<file path="src/rtl/tail_light_monitor.sv">
// tail_light_monitor
//   Watches the 3-bit tail-light pattern and tracks whether it follows the
//   S0->S1->S2->S3->S0 sequence (001, 011, 111, 000). After LOCK_LEN
//   consecutive correct transitions the monitor locks. While locked it counts
//   completed S3->S0 wraps. It also counts every loss of lock, whether caused
//   by an out-of-sequence code or by an illegal code.
//
// Ports
//   clk          rising-edge clock
//   reset        synchronous, active-high reset
//   light[2:0]   tail-light pattern
//   light_valid  light is sampled only when high
//   state_code   decoded state of the last legal sample (0..3)
//   locked       monitor is synchronized to the sequence
//   seq_err      one-cycle pulse: a legal code broke the sequence while locked
//   illegal      one-cycle pulse: the sampled code is not a legal pattern
//   cycle_count  S3->S0 wraps taken while already locked (saturating)
//   err_count    lock losses (saturating)
module tail_light_monitor #(
  parameter int LOCK_LEN = 2,
  parameter int CNT_W    = 8
) (
  input  logic             clk,
  input  logic             reset,
  input  logic [2:0]       light,
  input  logic             light_valid,
  output logic [1:0]       state_code,
  output logic             locked,
  output logic             seq_err,
  output logic             illegal,
  output logic [CNT_W-1:0] cycle_count,
  output logic [CNT_W-1:0] err_count
);

  typedef enum logic {UNLOCKED = 1'b0, LOCKED = 1'b1} fsm_e;

  fsm_e             fsm_q, fsm_d;
  logic [1:0]       state_code_q, state_code_d;
  logic [1:0]       prev_code_q, prev_code_d;
  logic             prev_ok_q, prev_ok_d;
  logic [2:0]       match_cnt_q, match_cnt_d;
  logic             seq_err_q, seq_err_d;
  logic             illegal_q, illegal_d;
  logic [CNT_W-1:0] cycle_count_q, cycle_count_d;
  logic [CNT_W-1:0] err_count_q, err_count_d;

  logic       legal;
  logic [1:0] code;
  logic       is_succ;
  logic [2:0] match_inc;
  logic       err_inc;

  // Pattern decode
  always_comb begin
    legal = 1'b1;
    code  = 2'd0;
    case (light)
      3'b001:  code = 2'd0;
      3'b011:  code = 2'd1;
      3'b111:  code = 2'd2;
      3'b000:  code = 2'd3;
      default: legal = 1'b0;
    endcase
  end

  // A successor comparison is meaningful only when the previous sample was legal
  assign is_succ   = prev_ok_q && (code == prev_code_q + 2'd1);
  assign match_inc = match_cnt_q + 3'd1;

  always_comb begin
    fsm_d         = fsm_q;
    state_code_d  = state_code_q;
    prev_code_d   = prev_code_q;
    prev_ok_d     = prev_ok_q;
    match_cnt_d   = match_cnt_q;
    seq_err_d     = 1'b0;
    illegal_d     = 1'b0;
    cycle_count_d = cycle_count_q;
    err_inc       = 1'b0;

    if (light_valid) begin
      if (!legal) begin
        illegal_d   = 1'b1;
        prev_ok_d   = 1'b0;
        match_cnt_d = 3'd0;
        if (fsm_q == LOCKED) begin
          fsm_d   = UNLOCKED;
          err_inc = 1'b1;
        end
      end else begin
        state_code_d = code;
        prev_code_d  = code;
        prev_ok_d    = 1'b1;
        case (fsm_q)
          UNLOCKED: begin
            if (is_succ) begin
              if (match_inc == 3'(LOCK_LEN)) begin
                fsm_d       = LOCKED;
                match_cnt_d = 3'd0;
              end else begin
                match_cnt_d = match_inc;
              end
            end else begin
              match_cnt_d = 3'd0;
            end
          end
          LOCKED: begin
            if (is_succ) begin
              // Wraps count only while already locked, never on the locking edge
              if (prev_code_q == 2'd3 && cycle_count_q != {CNT_W{1'b1}})
                cycle_count_d = cycle_count_q + CNT_W'(1);
            end else begin
              seq_err_d   = 1'b1;
              fsm_d       = UNLOCKED;
              match_cnt_d = 3'd0;
              err_inc     = 1'b1;
            end
          end
          default: fsm_d = UNLOCKED;
        endcase
      end
    end

    err_count_d = err_count_q;
    if (err_inc && err_count_q != {CNT_W{1'b1}})
      err_count_d = err_count_q + CNT_W'(1);
  end

  always_ff @(posedge clk) begin
    if (reset) begin
      fsm_q         <= UNLOCKED;
      state_code_q  <= 2'd0;
      prev_code_q   <= 2'd0;
      prev_ok_q     <= 1'b0;
      match_cnt_q   <= 3'd0;
      seq_err_q     <= 1'b0;
      illegal_q     <= 1'b0;
      cycle_count_q <= '0;
      err_count_q   <= '0;
    end else begin
      fsm_q         <= fsm_d;
      state_code_q  <= state_code_d;
      prev_code_q   <= prev_code_d;
      prev_ok_q     <= prev_ok_d;
      match_cnt_q   <= match_cnt_d;
      seq_err_q     <= seq_err_d;
      illegal_q     <= illegal_d;
      cycle_count_q <= cycle_count_d;
      err_count_q   <= err_count_d;
    end
  end

  assign state_code  = state_code_q;
  assign locked      = (fsm_q == LOCKED);
  assign seq_err     = seq_err_q;
  assign illegal     = illegal_q;
  assign cycle_count = cycle_count_q;
  assign err_count   = err_count_q;

endmodule

</file>
<file path="config.mk">
export PLATFORM = sky130hd
export DESIGN_NAME = tail_light_monitor
export DESIGN_NICKNAME = d
export VERILOG_FILES = /design/src/rtl/tail_light_monitor.sv
export SDC_FILE = /design/constraint.sdc
export NUM_CORES = 1
export LEC_CHECK = 0
export ABC_AREA = 0
export CORE_MARGIN = 2
export CORE_UTILIZATION = 47
export CTS_CLUSTER_DIAMETER = 200
export DETAILED_ROUTE_END_ITERATION = 7
export GPL_TIMING_DRIVEN = 0
export PLACE_DENSITY = 0.77
export RECOVER_POWER = 100
export SYNTH_ARGS = -nofsm -noshare
export SYNTH_HDL_FRONTEND = slang
export SYNTH_SLANG_ARGS = --single-unit
</file>
<file path="constraint.sdc">
create_clock -name clk -period 2.1 [get_ports clk]
set_input_delay 0.21 -clock clk [delete_from_list [all_inputs] [get_ports clk]]
set_output_delay 0.21 -clock clk [all_outputs]
set_load 0.005 [all_outputs]
</file>
==> key figures, run 1 <==
Global route
  – Initial antenna violation count: 0
  – Grt total ovfl: 0
  – Largest net degree at the start of global routing: 15
  – Vias in the first global route: 1,334
  – First-pass GRT wire length: 5871 um
  – Gr usage total: 20.72%

Critical path
  – Cell Chain, Critical Path: clkdlybuf4s50_1 -> nand2_2 -> or3b_1 -> buf_2 -> nor4_1 -> mux2_1
  – Setup CP Type: input port to flop
  – Critical Path AT: 2260 ps
  – Slowest stage cell, crit path: clkdlybuf4s50_1
  – Buf+Inv Stages, Crit Path: 2
  – CP Capture Type: flop
  – Crit path launch type: input port
  – Worst Path Required: 2330 ps
  – Max incr delay on CP: 600 ps
  – Top delay family on crit path: simple AND/OR/NAND/NOR gates
  – CP startpoint: light_valid
  – Worst-path fanout max: 10
  – RR Startpoint: prev_code_q[0]$_SDFFE_PP0P_

Placement
  – Hpwl dp: 2495 um
  – RePlAce Congestion: 0.8026
  – Placed cells: 238
  – # port buffers: 25
  – Area post-placement: 1795 um^2
  – DP Worst Slack: -362.8 ps

Logic synthesis
  – Yosys reg bits: 25
  – Post-synthesis cell type count: 47
  – Post-Synth XOR/XNOR Area: 1.763%
  – Area fraction in and, or, nand and nor cells after synthesis: 32.24%
  – Cell count after synthesis: 169
  – Seq/Total Area, Yosys: 33.59%
  – Mux share of post-synthesis cell area: 8.984%
  – Post-synth EDFFs: 0
  – Largest family of logic cells by synthesized area: simple AND/OR/NAND/NOR gates
  – Most common flop cell mapped by yosys: dfxtp_1
  – Synth Area in Adders: 4.198%
  – Post-synthesis average cell area: 8.818 um^2
  – Compound-Gate Fraction of Synth Area: 13.35%
  – Syn Nets: 180
  – Yosys warning total: 0
  – Fraction of registers with async set/reset: 0%
  – Netlist Area Pre-Place: 1490 um^2

Power
  – PwrDens: 426.8 nW/um^2
  – Logic pwr share: 11.9%
  – Switching Fraction: 26.73%
  – Max VDD drop: 0.0003532 V
  – Clk pwr share: 28.0%
  – Switching pwr: 216.1 uW
  – Internal: 592.4 uW
  – Leakage: 0.0007093 uW
  – Seq pwr share: 60.1%
  – Total power: 808.5 uW

Timing
  – Final Setup Violations: 0
  – Max-slew violations: 0
  – Final-report hold violation count: 0
  – RSZ-0062 raised after global routing: yes
  – Relative slew slack: 66.88%
  – Fmax: 493.4 MHz
  – Setup WS post-layout: 73.39 ps
  – Final Cycle Share: 96.51%
  – Fin crit period: 2027 ps
  – Worst Tran Pin Value: 491.6 ps
  – Final Skew: 11.62 ps

Route
  – Wirelength per Cell: 14.26 um
  – DR WL met3: 103 um
  – Initial DRC count: 70
  – Via density: 5.777
  – DRC: 0
  – Met2 WL: 1764 um
  – Final wirelength: 3451 um
  – Antenna-violating nets left: 0
  – Vias: 1,398
  – M1 wire length: 1570 um
  – Pre-antenna DRT Iters: 4
  – Max layer used: met4

Clock tree
  – TritonCTS Sinks: 25
  – Clock-pin transition on the worst setup and hold timing paths: 160 ps
  – Setup Buffers After CTS: 0
  – CTS Buf Count: 3
  – Clk buf depth: 2
  – CTS H-Tree Depth: 1
  – CTS Root Cell: clkbuf_4
  – CTS tree: built
  – Clock Latency Late Sink: 320 ps
  – Count of hold-fix buffers inserted at cts: 0

Worst hold path
  – Worst hold path type: input port to flop
  – Min-delay src: light[1]

Floorplanning
  – Initial Util: 49.21%
  – Io pins: 27
  – Die Ht: 60.31 um
  – Width of the die: 60.31 um
  – Total die area: 3637 um^2
  – Rows: 20
  – Area of the core: 3028 um^2

Cells and area
  – Design Area, Final: 1894 um^2
  – Share of layout cells above drive strength 1: 15.15%
  – Finished Core Util: 62.56%
  – Diode count: 0
  – P&R area growth vs syn: 27.12%
  – Final std cells w/o fill: 242
  – Final #Nets: 210

Job
  – Max-capacitance violation count: 0

Outcome
  – Status: finished clean
## final timing paths
path	endpoint	slack (ps)	cells after the start
max	cycle_count[4]$_SDFFE_PP0P_	70	6
min	prev_code_q[1]$_SDFFE_PP0P_	310	4
max reg2reg	cycle_count[3]$_SDFFE_PP0P_	80	6
min reg2reg	prev_code_q[1]$_SDFFE_PP0P_	510	2
## placed cells by master, fill, tap and decap left out, drive strengths merged, types with 2 or more instances in the layout
cell            n
a21boi          2
a21oi           8
and4            2
buf             7
clkbuf          6
clkdlybuf4s50   4
dfxtp          25
dlygate4sd3    20
ha              5
inv             5
mux2           11
nand2          10
nand2b          4
nand3           6
nand4           4
nor2           18
nor2b          11
nor3            3
nor4            8
nor4b           3
o211ai          2
o21ai           3
o311ai          2
o31ai           5
or3b            2
or4             4
xnor2           3
## kinds of logic (layout without fill, tap and decap cells)
| family | Yosys count | count (layout) |
|---|---|---|
| flops | 25 | 25 |
| mux | 12 | 12 |
| simple gates | 82 | 82 |
| xor+xnor | 3 | 3 |
| fa+ha+maj | 5 | 5 |
| buf+inv | 15 | 44 |
| compound gates | 27 | 27 |
## per-layer routing
layer | track usage [%] | vias up
met5 | 0 | -
met4 | 7.619 | 0
met3 | 2.381 | 4
met2 | 36.65 | 25
met1 | 25.73 | 684
li1 | - | 685
## per-stage QoR
| stage | setup TNS, ps | hold slack (ps) |
|---|---|---|
| after floorplan | 0 | 386.6 |
| after global placement | -3080 | 478.1 |
| after detailed placement | -3764 | 481.6 |
| after CTS | 0 | 291.9 |
| after global routing | -12.02 | 328.0 |
| final | 0 | 310.8 |
## registers in the layout (all words and copies together) (netlist names)
| signal | count |
|---|---|
| prev_ok_q | 1 |
| prev_code_q | 2 |
| seq_err | 1 |
| locked | 1 |
| err_count | 8 |
| illegal | 1 |
| match_cnt_q | 3 |
| cycle_count | 8 |
## power groups by stage
stage               Combinational (uW)  Sequential (uW)  Clock, uW
floorplan                         62.5              495          0
global placement                  90.4              496          0
detailed placement                94.1              496          0
CTS                               95.3              486        233
global route                       106              486        249
finish                            96.3              486        227
## worst reg2reg max path, stage by stage, from the launching register on
cell      delay (ps)
dfxtp_4          410
or4_4            550
nand3_2          110
o311ai_4         110
buf_6            170
nor4_2           260
mux2_1           340
## layout make-up
class	count	area, um^2
sequential	25	505.5
fill	271	1134
timing repair buffer	25	252.7
multi-input combinational	129	962.2
clock buffer	3	22.52
inverter	5	18.77
clock inverter	1	5.005
buffer	10	72.57
tap	44	55.05
## synth_stat cells, types with 2 or more instances
library cell   n  area share (%)
buf_6          2             1.5
nor4_1         8             3.4
ha_1           5             4.2
a21oi_1        8             2.7
nand4_1        4             1.7
mux2_1        11             8.3
o31ai_1        5             2.5
inv_1          5             1.3
clkbuf_1       3            0.76
o21ai_0        2            0.67
nand2b_1       4             1.7
nor4b_1        3             1.8
nand3_1        5             1.7
buf_4          4             2.0
xnor2_1        3             1.8
o211ai_1       2             1.0
dfxtp_1       25              34
nor2_1        17             4.3
nor2b_1       11             4.6
or4_1          3             1.5
nor3_1         3             1.0
and4_1         2             1.2
nand2_1       10             2.5
## what timing repair did
item,4_1_cts,5_1_grt
cloned,0,0
endpoints found under the setup margin,6,13
resized for setup,4,12
hold endpoints to repair,0,0
No activity file was read; power rests on OpenSTA's default activity.
==> inputs of run 2 (changes only) <==
--- a/config.mk
+++ b/config.mk
@@ -6,7 +6,7 @@
 export NUM_CORES = 1
 export LEC_CHECK = 0
 export ABC_AREA = 0
-export CORE_MARGIN = 2
+export CORE_MARGIN = 5
 export CORE_UTILIZATION = 47
 export CTS_CLUSTER_DIAMETER = 200
 export DETAILED_ROUTE_END_ITERATION = 7
==> constraint.sdc (replaced) <==
create_clock -name clk -period 1.8 [get_ports clk]
set_input_delay 0.18 -clock clk [delete_from_list [all_inputs] [get_ports clk]]
set_output_delay 0.18 -clock clk [all_outputs]
set_load 0.005 [all_outputs]
==> run 2 against run 1 <==
The run now ends with setup timing left. Critical path depth is the same. Combinational power is 53% higher. Register-to-register slack worse by 170 ps. Sequential cell count unchanged. Worst hold slack worse by 48 ps. Cell area rose by 16%. Utilization up 9.4 points. Wire length rose by 16%. Sequential share of layout area decreased by 3.5 points. Total power increased by 21%. Critical path type is now flop to flop. Critical endpoint is now match_cnt_q[1]$_SDFFE_PP0P_.
==> key figures, run 2 (synthesized netlist as in run 1, its figures left out) <==
Critical path
  – Worst-path fanout max: 8
  – Crit path launch type: flop
  – Slowest stage cell, crit path: or4_4
  – Buf+Inv Stages, Crit Path: 1
  – Critical Path AT: 2130 ps
  – Cell Chain, Critical Path: or4_4 -> a21oi_1 -> a41o_1 -> buf_6 -> nand4_1 -> o32ai_2
  – Setup CP Type: flop to flop
  – Worst Path Required: 2040 ps
  – Top delay family on crit path: compound AO/OA/AOI/OAI gates
  – CP Capture Type: flop
  – Max incr delay on CP: 440 ps

Route
  – Final wirelength: 3992 um
  – DRC: 0
  – Vias: 1,456
  – Via density: 5.665
  – Antenna-violating nets left: 0
  – Initial DRC count: 109
  – Pre-antenna DRT Iters: 4
  – Wirelength per Cell: 15.53 um

Clock tree
  – TritonCTS Sinks: 25
  – Clock-pin transition on the worst setup and hold timing paths: 150 ps
  – CTS Buf Count: 3
  – Clk buf depth: 2
  – Count of hold-fix buffers inserted at cts: 0
  – CTS Root Cell: clkbuf_4
  – CTS tree: built
  – Clock Latency Late Sink: 330 ps
  – CTS H-Tree Depth: 1

Floorplanning
  – Initial Util: 48.81%
  – Width of the die: 66.31 um
  – Rows: 20
  – Die Ht: 66.31 um
  – Io pins: 27
  – Total die area: 4397 um^2
  – Area of the core: 3053 um^2

Outcome
  – Failing checks: setup timing
  – Status: complete, but fails checks

Timing
  – Final Skew: 12.52 ps
  – Final Cycle Share: 104.9%
  – RSZ-0062 raised after global routing: yes
  – Fmax: 529.7 MHz
  – Worst Tran Pin Value: 600.2 ps
  – Fin crit period: 1888 ps
  – Final-report hold violation count: 0
  – Relative slew slack: 59.98%
  – Max-slew violations: 0
  – Setup WS post-layout: -87.86 ps
  – Final Setup Violations: 14

Power
  – Max VDD drop: 0.0005584 V
  – Leakage: 0.0007729 uW
  – PwrDens: 445.9 nW/um^2
  – Total power: 980.2 uW

Global route
  – First-pass GRT wire length: 6403 um
  – Largest net degree at the start of global routing: 16
  – Grt total ovfl: 0
  – Initial antenna violation count: 0
  – Vias in the first global route: 1,375
  – Gr usage total: 18.45%

Cells and area
  – P&R area growth vs syn: 47.52%
  – Finished Core Util: 72.01%
  – Share of layout cells above drive strength 1: 31.46%
  – Commonest cells after routing, fill and taps aside: 21 x dfxtp_1, 20 x clkdlybuf4s50_1, 17 x nor2_1
  – Final #Nets: 225
  – Most common cell after layout, fill and taps aside: dfxtp_1
  – Diode count: 0

Worst hold path
  – Worst hold path type: input port to flop

Placement
  – # port buffers: 25
  – RePlAce Congestion: 0.8568
  – Hpwl dp: 2583 um

Job
  – Max-capacitance violation count: 0
## run 2: cell type report
class | count | area [um^2]
multi-input cells | 129 | 1152
plain buffers | 10 | 75.07
clock buffers | 3 | 22.52
inverters | 5 | 18.77
flip-flops and latches | 25 | 510.5
fillers | 240 | 854.6
repair buffers | 40 | 357.8
clock inverters | 1 | 6.256
well taps | 44 | 55.05
## run 2: report_power, final
| group | internal, uW | leakage [uW] | switching, uW |
|---|---|---|---|
| sequential | 557 | 0.000204 | 7.16 |
| clock | 86.8 | 0.0000183 | 181 |
| combinational | 68.0 | 0.000550 | 79.4 |
| total | 712 | 0.000773 | 268 |
## run 2: stage by stage
step / cells / hold slack (ps) / area, um^2 / setup WS (ps) / TNS, ps
floorplan: 169 / 356.6 / 1544 / -95.72 / -515.2
global placement: 238 / 493.2 / 1849 / -518.2 / -8010
detailed placement: 238 / 509.8 / 1849 / -571.5 / -8758
CTS: 248 / 248.2 / 2018 / -144.9 / -1670
global route: 257 / 240.6 / 2198 / -149.9 / -1528
finish: 257 / 262.7 / 2198 / -87.86 / -604.5
## run 2: worst min-delay path, delay by kind of cell
family,cells,cell delay (ps)
buffers and inverters,1,120
and+or+nand+nor,1,170
AOI/OAI and AO/OA,1,90
## run 2: path summary, 6_finish.rpt
| path | from | end | slack [ps] | cells past startpoint |
|---|---|---|---|---|
| min | light[1] | illegal$_SDFF_PP0_ | 260 | 3 |
| max reg2reg | prev_code_q[0]$_SDFFE_PP0P_ | match_cnt_q[1]$_SDFFE_PP0P_ | -90 | 6 |
| min reg2reg | cycle_count[1]$_SDFFE_PP0P_ | cycle_count[1]$_SDFFE_PP0P_ | 500 | 2 |
| max | prev_code_q[0]$_SDFFE_PP0P_ | match_cnt_q[1]$_SDFFE_PP0P_ | -90 | 6 |
## run 2: layer usage
metal / global-route usage, % / up-vias / share of wire (%)
met3: 4.252 / 6 / 3.2
met4: 3.553 / 0 / 1.1
met1: 21.89 / 705 / 44
met5: 0 / - / 0
met2: 33.58 / 32 / 52
li1: - / 713 / -
## run 2: timing repair
action | in CTS | in global routing
gates cloned | 1 | 0
setup buffers | 5 | 9
pin swaps | 5 | 17
endpoints found under the setup margin | 16 | 19
resized for setup | 22 | 23
==> inputs of run 3 (changes only) <==
--- a/config.mk
+++ b/config.mk
@@ -6,11 +6,12 @@
 export NUM_CORES = 1
 export LEC_CHECK = 0
 export ABC_AREA = 0
-export CORE_MARGIN = 5
+export CORE_MARGIN = 3
 export CORE_UTILIZATION = 47
 export CTS_CLUSTER_DIAMETER = 200
 export DETAILED_ROUTE_END_ITERATION = 7
 export GPL_TIMING_DRIVEN = 0
+export HOLD_SLACK_MARGIN = 0.08
 export PLACE_DENSITY = 0.77
 export RECOVER_POWER = 100
 export SYNTH_ARGS = -nofsm -noshare
==> run 3 against run 2 <==
Maximum frequency down 1.2%. Register-to-register slack worse by 20 ps. Sequential power about the same. Combinational power about the same. Sequential cell count unchanged. Largest cell class unchanged. The flow still finishes with violations (setup timing). Total power down 0.11%. Final cell count down 1.2%. Clock skew down 6.4 ps.
==> key figures, run 3 (synthesized netlist as in run 1, its figures left out) <==
Worst hold path
  – Worst hold path type: input port to flop
  – Min-delay src: light[1]
  – Hold path depth: 4

Global route
  – Largest net degree at the start of global routing: 15
  – Vias in the first global route: 1,420
  – First-pass GRT wire length: 6796 um
  – Initial antenna violation count: 0
  – Gr usage total: 21.01%
  – Grt total ovfl: 0

Floorplanning
  – Total die area: 3883 um^2
  – Initial Util: 51.81%
  – Rows: 19
  – Width of the die: 62.31 um
  – Die Ht: 62.31 um
  – Io pins: 27
  – Area of the core: 2877 um^2

Timing
  – Worst Tran Pin Value: 601.9 ps
  – Final Setup Violations: 17
  – Final-report hold violation count: 0
  – Fmax: 523.1 MHz
  – RSZ-0062 raised after global routing: yes
  – Setup WS post-layout: -111.7 ps
  – Final Skew: 6.130 ps
  – Max-slew violations: 0
  – Relative slew slack: 59.87%
  – Fin crit period: 1912 ps
  – Final Cycle Share: 106.2%
  – WHS: 259.6 ps

Route
  – Final wirelength: 4288 um
  – DRC: 0
  – Vias: 1,496
  – Via density: 5.890
  – Initial DRC count: 137
  – Pre-antenna DRT Iters: 4
  – Antenna-violating nets left: 0
  – Wirelength per Cell: 16.88 um

Power
  – Logic pwr share: 15.0%
  – Max VDD drop: 0.0003618 V
  – Seq pwr share: 57.7%
  – Switching Fraction: 27.84%
  – Clk pwr share: 27.3%
  – Leakage: 0.0008073 uW
  – Internal: 706.5 uW
  – Switching pwr: 272.6 uW
  – PwrDens: 445.1 nW/um^2

Clock tree
  – CTS H-Tree Depth: 1
  – CTS Root Cell: clkbuf_4
  – Clock Latency Late Sink: 320 ps
  – Clk buf depth: 2
  – Count of hold-fix buffers inserted at cts: 0
  – CTS tree: built
  – Clock-pin transition on the worst setup and hold timing paths: 150 ps
  – CTS Buf Count: 3
  – TritonCTS Sinks: 25

Placement
  – Area post-placement: 1847 um^2
  – Hpwl dp: 2498 um
  – # port buffers: 25
  – RePlAce Congestion: 0.8223
  – Placed cells: 236

Critical path
  – Reg2reg path depth: 6
  – Worst Path Required: 2030 ps
  – Worst-path fanout max: 7
  – CP Capture Type: flop
  – CP startpoint: prev_code_q[0]$_SDFFE_PP0P_
  – Setup CP Type: flop to flop
  – Critical Path AT: 2140 ps
  – RR Startpoint: prev_code_q[0]$_SDFFE_PP0P_
  – Crit path launch type: flop

Cells and area
  – Final #Nets: 224
  – Final std cells w/o fill: 254
  – P&R area growth vs syn: 47.61%
  – # fillers: 197
  – Most common cell after layout, fill and taps aside: dfxtp_1
  – Commonest cells after routing, fill and taps aside: 22 x dfxtp_1, 19 x clkdlybuf4s50_1, 16 x nor2_1
  – Share of layout cells above drive strength 1: 30.19%
  – Diode count: 0
  – Design Area, Final: 2200 um^2

Outcome
  – Status: complete, but fails checks
  – Failing checks: setup timing

Job
  – Max-capacitance violation count: 0
-- run 3: layer usage --
layer / global-route usage, % / vias up / part of all wire (%)
li1: - / 710 / -
met1: 25.91 / 748 / 43
met2: 38.17 / 32 / 52
met3: 2.162 / 6 / 3.1
met4: 6.612 / 0 / 0.98
met5: 0 / - / 0
-- run 3: cell type report --
type	instances	area, um^2	share of cell area [%]
inverter	5	18.77	0.8532
buffer	10	78.83	3.584
clock buffer	3	22.52	1.024
tap	42	52.55	2.389
clock inverter	1	5.005	0.2275
multi-input combinational	129	1159	52.67
sequential	25	509.2	23.15
timing repair buffer	39	354.1	16.10
-- run 3: final timing paths --
path                                       to  slack, ps
setup / recovery    err_count[6]$_SDFFE_PP0P_       -110
hold / removal    prev_code_q[1]$_SDFFE_PP0P_        260
setup reg to reg    err_count[6]$_SDFFE_PP0P_       -110
hold reg to reg   prev_code_q[1]$_SDFFE_PP0P_        500
-- run 3: timing repair --
action                     in CTS  in global routing
pin swaps                      13                 11
gates resized for setup        23                 22
setup endpoints to repair      16                 19
gates cloned                    1                  0
setup buffers                  10                  3
-- run 3: power by group through the flow --
stage	Combinational (uW)	Clock (uW)	Sequential, uW
2_1_floorplan	77.6	0	578
3_3_place_gp	112	0	579
3_5_place_dp	115	0	579
4_1_cts	134	269	564
5_1_grt	159	292	566
6_report	147	267	564
-- run 3: worst max-delay path: stages (launching register included) --
cell and delay (ps):
dfxtp_4 390, ha_4 300, nor2_2 40, a41o_1 290
buf_6 180, nor4b_4 300, mux2_4 320
-- run 3: metrics by stage --
step / power (uW) / utilization, % / TNS (ps) / setup slack (ps)
2_1_floorplan: 655.6 / - / -515.2 / -95.72
3_3_place_gp: 690.4 / 64.20 / -7754 / -506.8
3_5_place_dp: 694.0 / 64.20 / -8324 / -530.5
4_1_cts: 966.9 / 71.73 / -147.7 / -47.17
5_1_grt: 1017 / 76.47 / -2258 / -205.5
6_report: 979.1 / 76.47 / -798.9 / -111.7
